--- config.mk ---
export PLATFORM = sky130hd
export DESIGN_NAME = gray2tint
export DESIGN_NICKNAME = d
export VERILOG_FILES = /design/src/rtl/gray2tint.sv
export SDC_FILE = /design/constraint.sdc
export NUM_CORES = 1
export LEC_CHECK = 0
export BUFFER_PORTS_ARGS = -buffer_cell sky130_fd_sc_hd__clkbuf_2
export CAP_MARGIN = 10
export CORE_UTILIZATION = 50
export DETAILED_ROUTE_END_ITERATION = 6
export PLACE_DENSITY = 0.65
export REMOVE_ABC_BUFFERS = 1
export SYNTH_ARGS = -nofsm -noshare
export SYNTH_HDL_FRONTEND = slang
export SYNTH_HIERARCHICAL = 1
export SYNTH_SLANG_ARGS = --single-unit
--- constraint.sdc ---
create_clock -name clk -period 11 [get_ports clk]
set_input_delay 2.2 -clock clk [delete_from_list [all_inputs] [get_ports clk]]
set_output_delay 2.2 -clock clk [all_outputs]
set_load 0.05 [all_outputs]
--- src/rtl/gray2tint.sv ---
// gray2tint: colourises a luma stream with a programmable 8-bit-per-channel tint.
//
// Each channel computes y * (T + 1) >> 8 over a fixed two-stage pipeline.
// The tint is written through a one-deep shadow register and reaches the
// datapath only at a rising edge of vs_in, so a frame never changes colour
// part way through.
//
// Build option: define GRAY2TINT_ROUND_EN to round the channel result to
// nearest instead of truncating. Latency and the identity result (T = 0xFF)
// are the same in both builds.

// One colour channel: stage 1 multiplies, stage 2 drops the fraction.
module gray2tint_lane #(
  parameter int DW = 8
) (
  input  logic          clk,
  input  logic          reset,
  input  logic          enable,
  input  logic [DW-1:0] y_in,
  input  logic [7:0]    tint,
  output logic [DW-1:0] c_out
);
  localparam int PW = DW + 9;

`ifdef GRAY2TINT_ROUND_EN
  localparam logic [PW-1:0] RND = PW'(128);
`else
  localparam logic [PW-1:0] RND = PW'(0);
`endif

  // Passthrough reuses the multiplier with a gain of 256. Because y * 256 >> 8
  // is exactly y, and the rounding constant never carries into bit 8, enable
  // rides along as the gain. That way a sample can never mix modes.
  logic [8:0]    gain;
  logic [PW-1:0] prod_q;
  logic [PW-1:0] prod_adj;
  logic          unused_bits;

  assign gain = enable ? ({1'b0, tint} + 9'd1) : 9'd256;

  // Stage 1: register the full-width product.
  always_ff @(posedge clk) begin
    if (reset) prod_q <= '0;
    else       prod_q <= PW'(y_in) * PW'(gain);
  end

  assign prod_adj = prod_q + RND;

  // Stage 2: keep the integer part. It cannot exceed y_in, so no saturation is needed.
  always_ff @(posedge clk) begin
    if (reset) c_out <= '0;
    else       c_out <= prod_adj[DW+7:8];
  end

  // The MSB and the fraction bits are zero or discarded by construction.
  assign unused_bits = ^{prod_adj[PW-1], prod_adj[7:0]};
endmodule

module gray2tint #(
  parameter int DW = 8
) (
  input  logic          clk,
  input  logic          reset,
  input  logic          enable,
  input  logic [DW-1:0] y_in,
  input  logic          hs_in,
  input  logic          vs_in,
  input  logic          hb_in,
  input  logic          vb_in,
  input  logic          cfg_valid,
  input  logic [23:0]   cfg_data,
  output logic          cfg_ready,
  output logic          tint_pending,
  output logic [DW-1:0] r_out,
  output logic [DW-1:0] g_out,
  output logic [DW-1:0] b_out,
  output logic          hs_out,
  output logic          vs_out,
  output logic          hb_out,
  output logic          vb_out,
  output logic          de_out
);
  localparam int NUM_CH = 3;
  localparam int TW     = 8;
  localparam int STAGES = 2;

  typedef enum logic {IDLE = 1'b0, PENDING = 1'b1} cfg_state_t;

  typedef struct packed {
    logic hs;
    logic vs;
    logic hb;
    logic vb;
    logic de;
  } timing_t;

  // Channel index 2 = R, 1 = G, 0 = B, which matches the cfg_data packing.
  logic [NUM_CH-1:0][TW-1:0] tint_act;
  logic [NUM_CH-1:0][TW-1:0] tint_shd;
  logic [NUM_CH-1:0][DW-1:0] lane_out;
  timing_t [STAGES:1]        tim_pipe;
  cfg_state_t                state;
  logic                      vs_prev;
  logic                      vs_rise;

  assign vs_rise = vs_in & ~vs_prev;

  // Tint config FSM. Acceptance only happens in IDLE and commit only in PENDING,
  // so a write accepted on a vs edge waits for the next edge. vs_prev resets
  // high so that vs already being high after reset is not seen as an edge.
  always_ff @(posedge clk) begin
    if (reset) begin
      state    <= IDLE;
      tint_act <= '1;
      tint_shd <= '1;
      vs_prev  <= 1'b1;
    end else begin
      vs_prev <= vs_in;
      case (state)
        IDLE: begin
          if (cfg_valid) begin
            tint_shd <= cfg_data;
            state    <= PENDING;
          end
        end
        PENDING: begin
          if (vs_rise) begin
            tint_act <= tint_shd;
            state    <= IDLE;
          end
        end
        default: state <= IDLE;
      endcase
    end
  end

  // cfg_ready is gated by reset so that it reads low for the whole time reset is held.
  assign cfg_ready    = (state == IDLE) & ~reset;
  assign tint_pending = (state == PENDING);

  // Timing side-band delay line. Its length matches the lanes' two register stages.
  always_ff @(posedge clk) begin
    if (reset) begin
      tim_pipe <= '0;
    end else begin
      tim_pipe[1] <= '{hs: hs_in, vs: vs_in, hb: hb_in, vb: vb_in, de: ~(hb_in | vb_in)};
      for (int s = 2; s <= STAGES; s++) tim_pipe[s] <= tim_pipe[s-1];
    end
  end

  for (genvar c = 0; c < NUM_CH; c++) begin : g_lane
    gray2tint_lane #(.DW(DW)) u_lane (
      .clk    (clk),
      .reset  (reset),
      .enable (enable),
      .y_in   (y_in),
      .tint   (tint_act[c]),
      .c_out  (lane_out[c])
    );
  end

  assign r_out  = lane_out[2];
  assign g_out  = lane_out[1];
  assign b_out  = lane_out[0];
  assign hs_out = tim_pipe[STAGES].hs;
  assign vs_out = tim_pipe[STAGES].vs;
  assign hb_out = tim_pipe[STAGES].hb;
  assign vb_out = tim_pipe[STAGES].vb;
  assign de_out = tim_pipe[STAGES].de;
endmodule
==> impl_metrics.tcl, run 1 <==
set metrics [dict create \
    status "complete, no violations" \
    sw_frac_of_total_pct 34.4 \
    hp-class "reg -> reg" \
    overflow 0 \
    nets 1452 \
    drtAntennaViolNets 0 \
    timing.rr.end "g_lane[2].u_lane/prod_q[12]$_SDFF_PP0_" \
    syn_area_mm2 0.0107 \
    peakVddDrop_mv 0.0785 \
    diodes 0 \
    cpPeakStageDelay_ns 0.69 \
    clock.fmax_ghz 0.138 \
    layout_common_cells "161 x inv_1, 152 x and3_1, 120 x fa_1" \
    dr.pass1.iters 5 \
    multi_input_area_mm2 0.00768 \
    hpwl_mm 16.6 \
    total_leakage_power_nw 6.24 \
    clockRootBuffer "clkbuf_16" \
    clock_latency_ns 0.37 \
    cp-end-kind "flip-flop" \
    drv_cap 0 \
    vias 8122 \
    cp.arrival_ns 7.49 \
    cp_slowest_cell "buf_4" \
    wirelength_mm 23.1 \
    final_util_pct 54.8 \
    finClkSkew_ns 0.0128 \
    io_buffers 70 \
    wire_per_inst_um 15.7 \
    r2r-start "tint_act[16]$_SDFFE_PP1P_" \
    routed_via_density 5.51 \
    layout_commonest_cell "inv_1" \
    rsz0062_at_grt "false" \
    h-tree-depth 3 \
    cts_buffers 9 \
    worstPathRequired_ns 11.25 \
    crit_chain "buf_4 -> buf_4 -> o21ai_1 -> and2_1 -> fa_1 -> fa_1 -> fa_1 -> inv_1 -> fa_1 -> inv_1 -> ha_1 -> and4_1 -> or3_1 -> a31oi_1 -> mux2_1" \
    relSlewSlack_pct 40.2 \
    ys_seq_area_share_pct 20.3 \
    p_sw_mw 0.355 \
    combPwrFrac_pct 25.0 \
    num_rows 53 \
    syn2layout_area_growth_pct 7.65 \
    place.gp.congestion 0.846 \
    clock_path_buffers 2 \
    endpoint "g_lane[1].u_lane/prod_q[15]$_SDFF_PP0_" \
    antenna_found_initial 0 \
    fp.dieH_um 148 \
    netlist_instances 1158 \
    postCtsHoldBufs 0 \
    ys_ff_latch 108 \
    ioPinCount 71 \
    yosys_warnings 6 \
    internal_power_mw 0.677 \
    synthArstFlopShare_pct 0 \
    startpoint "enable" \
    post_cts_buffers 0 \
    crit_type "in -> reg" \
    drc_errors 0 \
    core_area_mm2 0.0210 \
    regArea_mm2 0.00216 \
    crit_top_cell "fa_1" \
    cts_tree "built" \
    clkTransAtPathRegs_ns 0.08 \
    period_needed_ns 7.24 \
    min_period_over_period_pct 65.8 \
    pwr-share-clk_pct 33.3 \
    worstRegToRegCells 18 \
    tightest_slew_ns 0.896 \
    hold_violations 0 \
    worst_setup_path_start_kind "input port" \
    grt_max_degree 105 \
    fin_setup_tns_ns 0 \
    synth_cell_types 69 \
    synth-main-ff-cell "dfxtp_1" \
    start_util_pct 50.9 \
    track_usage_pct 22.1 \
    fillCellCount 1933 \
    drtIter0Drc 515 \
    synth_area_per_cell_um2 9.22 \
    cts_resized 0 \
    dieWidth_um 148 \
    synth-edff-count 0 \
    pwr-share-seq_pct 41.6 \
    dieArea_mm2 0.0219 \
    setup_viol 0 \
    maxSlewViolCount 0 \
    grt_pass1_vias 7971 \
    grt_pass1_wl_mm 38.9 \
    drive_above_1_share_pct 9.10 \
    cts_sinks 108 \
    p_per_area_mw_per_mm2 89.8 \
    r2r_setup_slack_ns 5.51 \
    crit_path_max_fanout 104 \
]
==> power by group through the flow <==
stage	logic (mW)	registers, mW	clock network, mW
2_1_floorplan	0.150	0.465	0
3_3_place_gp	0.254	0.438	0
3_5_place_dp	0.257	0.439	0
4_1_cts	0.259	0.430	0.357
5_1_grt	0.291	0.433	0.369
6_report	0.258	0.430	0.344
==> kinds of logic (layout without fill, tap and decap cells) <==
group / after synthesis / count (layout) / share of synthesized area (%)
compound gates: 114 / 114 / 8.09
buf+inv: 212 / 252 / 7.83
mux: 31 / 31 / 3.00
fa+ha+maj: 219 / 219 / 34.1
xor+xnor: 38 / 38 / 3.19
flops: 108 / 108 / 20.3
simple gates: 436 / 436 / 23.5
==> synth_stat cells (all sizes together), types with 2 or more instances <==
cell type | n | area (um^2)
a21o | 11 | 83.8
xor2 | 18 | 165
xnor2 | 20 | 175
nand2 | 27 | 101
o22ai | 2 | 12.5
inv | 161 | 604
nand3b | 24 | 180
and2 | 42 | 265
nand3 | 32 | 160
nor3b | 5 | 37.5
a2111oi | 2 | 36.3
a31oi | 9 | 77.6
nand4 | 9 | 56.3
ha | 99 | 1240
a21oi | 17 | 96.4
nor4b | 4 | 35.0
a21boi | 2 | 15.0
o211ai | 30 | 230
clkbuf | 36 | 135
a211oi | 7 | 57.6
and3 | 153 | 958
fa | 120 | 2400
and4 | 5 | 45.0
a311oi | 2 | 17.5
o2111ai | 2 | 17.5
nor2b | 43 | 269
nor3 | 13 | 65.1
buf | 15 | 96.3
o21ai | 16 | 91.3
nor2 | 71 | 267
mux2 | 5 | 60.1
dfxtp | 108 | 2160
o21a | 4 | 30.0
mux2i | 26 | 260
nand4bb | 2 | 22.5
==> metal layers <==
metal / vias to the layer above / share of wire [%] / routed length [um] / global-route usage, %
li1: 3950 / - / - / -
met1: 3990 / 48 / 11100 / 31.6
met2: 172 / 47 / 10800 / 35.8
met3: 10 / 4.4 / 1010 / 2.64
met4: 0 / 0.83 / 192 / 5.36
met5: - / 0 / 0 / 0
==> worst max-delay path, delay by kind of cell <==
kind                       cells  cell delay (ns)
AOI/OAI and AO/OA              2             0.48
adders and majority gates      5             2.38
buffers and inverters          4             1.19
muxes                          1             0.33
and+or+nand+nor                3             0.86
==> metrics by stage <==
step	std cells	cell area, um^2	hold slack (ns)	total power, mW	setup slack (ns)
after floorplan	1107	10400	0.414	0.615	4.82
after global placement	1457	11200	0.416	0.693	3.52
after detailed placement	1457	11200	0.421	0.696	3.43
after CTS	1473	11500	0.441	1.05	3.82
after global routing	1473	11500	0.449	1.09	3.42
final	1473	11500	0.438	1.03	3.76
==> layout make-up <==
cell class              instances  area share (%)
multi-input cells             838            66.8
flip-flops and latches        108            18.8
inverters                     161            5.26
repair buffers                 75            3.42
well taps                     275            2.99
clock buffers                   9            1.96
clock inverters                 7           0.751
==> flip-flops by register name, summed over array words and instances, names as in the netlist, 5 cells and up <==
register and count:
tint_shd 24, tim_pipe 5, g_lane.u_lane/c_out 24, tint_act 24, g_lane.u_lane/prod_q 24
==> worst min-delay path by stage <==
| stage | startpoint | slack, ns | to | cells past startpoint |
|---|---|---|---|---|
| floorplan | tim_pipe[0]$_SDFF_PP0_ | 0.41 | de_out$_SDFF_PP0_ | 1 |
| global route | g_lane[1].u_lane/prod_q[11]$_SDFF_PP0_ | 0.45 | g_lane[1].u_lane/c_out[3]$_SDFF_PP0_ | 1 |
| finish | g_lane[2].u_lane/prod_q[11]$_SDFF_PP0_ | 0.44 | g_lane[2].u_lane/c_out[3]$_SDFF_PP0_ | 1 |
| detailed placement | g_lane[0].u_lane/prod_q[13]$_SDFF_PP0_ | 0.42 | g_lane[0].u_lane/c_out[5]$_SDFF_PP0_ | 1 |
| global placement | g_lane[1].u_lane/prod_q[10]$_SDFF_PP0_ | 0.42 | g_lane[1].u_lane/c_out[2]$_SDFF_PP0_ | 1 |
| CTS | g_lane[0].u_lane/prod_q[13]$_SDFF_PP0_ | 0.44 | g_lane[0].u_lane/c_out[5]$_SDFF_PP0_ | 1 |
(Power assumes the default switching activity.)
==> inputs of run 2 (changes only) <==
--- a/config.mk
+++ b/config.mk
@@ -5,6 +5,7 @@
 export SDC_FILE = /design/constraint.sdc
 export NUM_CORES = 1
 export LEC_CHECK = 0
+export ABC_AREA = 1
 export BUFFER_PORTS_ARGS = -buffer_cell sky130_fd_sc_hd__clkbuf_2
 export CAP_MARGIN = 10
 export CORE_UTILIZATION = 50
==> constraint.sdc (replaced) <==
create_clock -name clk -period 6.8 [get_ports clk]
set_input_delay 1.36 -clock clk [delete_from_list [all_inputs] [get_ports clk]]
set_output_delay 1.36 -clock clk [all_outputs]
set_load 0.05 [all_outputs]
==> run 2 against run 1 <==
Net effect:
- register-to-register slack got worse by 3.6 ns
- synthesized cell count is 24% higher
- area after synthesis fell by 1.3%
- worst hold slack worse by 0.036 ns
- combinational power rose to 3.5 times the previous value
- critical endpoint is now g_lane[1].u_lane/prod_q[13]$_SDFF_PP0_
- utilization up 0.95 points
- clock skew about the same
- flip-flop and latch count is the same
==> impl_metrics.tcl, run 2 <==
set metrics [dict create \
    status "complete, no violations" \
    ys_top_cells_by_count "279 x nor2_1, 273 x inv_1, 255 x nand2_1, 120 x fa_1, 108 x dfxtp_1" \
    io_buffers 70 \
    synth_compound_area_share_pct 4.48 \
    cts_tree "built" \
    synth_top_family_by_area "adder cells" \
    maxSlewViolCount 0 \
    place.gp.congestion 0.887 \
    cp.arrival_ns 5.86 \
    syn2layout_area_growth_pct 8.16 \
    crit_type "in -> reg" \
    fin_setup_tns_ns 0 \
    netlist_instances 1440 \
    drc_errors 0 \
    period_needed_ns 5.61 \
    start_util_pct 51.6 \
    cp-end-kind "flip-flop" \
    synth_mux_area_share_pct 0 \
    globalRouteMet1Util_pct 32.1 \
    diodes 0 \
    min_period_over_period_pct 82.4 \
    worst_setup_path_start_kind "input port" \
    yosys_warnings 6 \
    r2r-start "tint_act[8]$_SDFFE_PP1P_" \
    whs_path_depth 2 \
    r2r_setup_slack_ns 1.91 \
    p_per_area_mw_per_mm2 191 \
    peakVddDrop_mv 0.120 \
    dieWidth_um 147 \
    post_cts_buffers 0 \
    final_area_mm2 0.0114 \
    ys_seq_area_share_pct 20.5 \
    clockRootBuffer "clkbuf_16" \
    crit_path_max_fanout 35 \
    tightest_slew_ns 0.821 \
    core_area_mm2 0.0204 \
    synthSimpleGateAreaFrac_pct 28.6 \
    dieArea_mm2 0.0217 \
    use_met3_pct 2.89 \
    synthArstFlopShare_pct 0 \
    grt_max_degree 51 \
    hp-class "reg -> reg" \
    wire_per_inst_um 13.2 \
    rsz0062_at_grt "false" \
    timing.rr.end "g_lane[1].u_lane/prod_q[13]$_SDFF_PP0_" \
    synth_fa_ha_area_share_pct 34.6 \
    synth-main-ff-cell "dfxtp_1" \
    clock_latency_ns 0.37 \
    postCtsHoldBufs 0 \
    setup_viol 0 \
    synth-edff-count 0 \
    fp.dieH_um 147 \
    relSlewSlack_pct 45.2 \
    grtUsageMet2_pct 37.8 \
    cts_resized 0 \
    drtAntennaViolNets 0 \
    synth_top_area_share_pct 22.8 \
    routed_via_density 4.97 \
    drtIter0Drc 427 \
    place_area_mm2 0.0111 \
    hp-start "g_lane[1].u_lane/prod_q[8]$_SDFF_PP0_" \
    drive_above_1_share_pct 8.92 \
    synthTopCellsByArea "fa_1 23%, dfxtp_1 21%, ha_1 12%" \
    worstPathRequired_ns 7.05 \
    dr.pass1.iters 5 \
    synth_area_per_cell_um2 7.32 \
    ys_ff_latch 108 \
    wirelength_mm 23.4 \
    drv_cap 0 \
    num_rows 52 \
    worstRegToRegCells 21 \
    fillCellCount 2055 \
    finClkSkew_ns 0.0126 \
    hold_violations 0 \
    synth_largest_area_cell "fa_1" \
    vias 8807 \
    synth_cell_types 31 \
    clkTransAtPathRegs_ns 0.07 \
    nets 1757 \
    hold_ws_ns 0.402 \
    final_util_pct 55.8 \
    clock.fmax_ghz 0.178 \
    yosysMostFrequentCell "nor2_1" \
    syn_area_mm2 0.0105 \
    hpwl_mm 18.6 \
    layout_commonest_cell "nor2_1" \
    cts_buffers 9 \
    total_leakage_power_nw 6.42 \
    track_usage_pct 23.0 \
    grt_pass1_vias 8666 \
    h-tree-depth 3 \
    overflow 0 \
    layout_common_cells "279 x nor2_1, 273 x inv_1, 255 x nand2_1" \
    cts_sinks 108 \
    antenna_found_initial 0 \
    synthXorXnorAreaFrac_pct 0.0831 \
    clock_path_buffers 2 \
    grt_pass1_wl_mm 40.5 \
    min_to "g_lane[1].u_lane/c_out[0]$_SDFF_PP0_" \
    grt_busiest_layer "met2" \
    ioPinCount 71 \
]
## run 2: cell types whose count changed after synthesis, sizes merged, moves of 30 or more
cell	previous run	this run
nor2	71	292
a21oi	17	62
and2	42	2
and3	153	2
o211ai	30	0
nor2b	43	2
nand2	27	264
nand3	32	99
inv	161	285
## run 2: cells by family after synthesis
| group | after synthesis |
|---|---|
| xor+xnor | 1 |
| fa+ha+maj | 219 |
| buf+inv | 312 |
| simple gates | 711 |
| flops | 108 |
| compound gates | 89 |
## run 2: area by class of cell
cell class | instances | area, um^2 | share of cell area, %
Inverter | 285 | 1070 | 9.39
Clock inverter | 7 | 83.8 | 0.736
Multi-Input combinational cell | 1020 | 7140 | 62.6
Clock buffer | 9 | 225 | 1.98
Tap cell | 270 | 338 | 2.96
Timing Repair Buffer | 74 | 380 | 3.34
Sequential cell | 108 | 2160 | 19.0
## run 2: worst max-delay path by stage
| stage | start | endpoint | slack (ns) | cells after the start |
|---|---|---|---|---|
| final | enable | g_lane[1].u_lane/prod_q[13]$_SDFF_PP0_ | 1.19 | 18 |
| after CTS | enable | g_lane[1].u_lane/prod_q[10]$_SDFF_PP0_ | 1.19 | 19 |
| after detailed placement | enable | g_lane[1].u_lane/prod_q[10]$_SDFF_PP0_ | 0.81 | 19 |
| after floorplan | enable | g_lane[1].u_lane/prod_q[14]$_SDFF_PP0_ | 1.81 | 17 |
| after global placement | enable | g_lane[1].u_lane/prod_q[10]$_SDFF_PP0_ | 0.87 | 19 |
| after global routing | enable | g_lane[1].u_lane/prod_q[14]$_SDFF_PP0_ | 0.88 | 16 |
## run 2: report_power, final
group          switching [mW]  total, mW  internal (mW)
combinational           0.600      0.891          0.290
sequential             0.0251      0.739          0.713
clock                   0.285      0.551          0.265
total                   0.911       2.18           1.27
## run 2: layer usage
layer  share of wire, %  up-vias
met1                 49     4078
met3                3.9       29
li1                   -     4524
met4                1.5        0
met2                 46      176
met5                  0        -
## run 2: per-stage QoR
stage          worst slack [ns]  cells  power, mW
6_report                   1.19   1773       2.18
5_1_grt                   0.881   1773       2.36
4_1_cts                    1.19   1773       2.21
3_5_place_dp              0.814   1757       1.65
3_3_place_gp              0.866   1757       1.63
2_1_floorplan              1.81   1413       1.43
## run 2: critical path, stage by stage
cell and delay, ns:
clkbuf_2 0.54, inv_1 0.12, nor3_2 0.25, inv_1 0.16
nor2_1 0.16, fa_1 0.46, fa_1 0.47, fa_1 0.54
inv_1 0.06, fa_1 0.53, inv_1 0.04, ha_1 0.34
a21oi_1 0.24, o21ai_0 0.17, a21oi_1 0.20, nand3_1 0.09
nand2_1 0.06, nor2_1 0.04
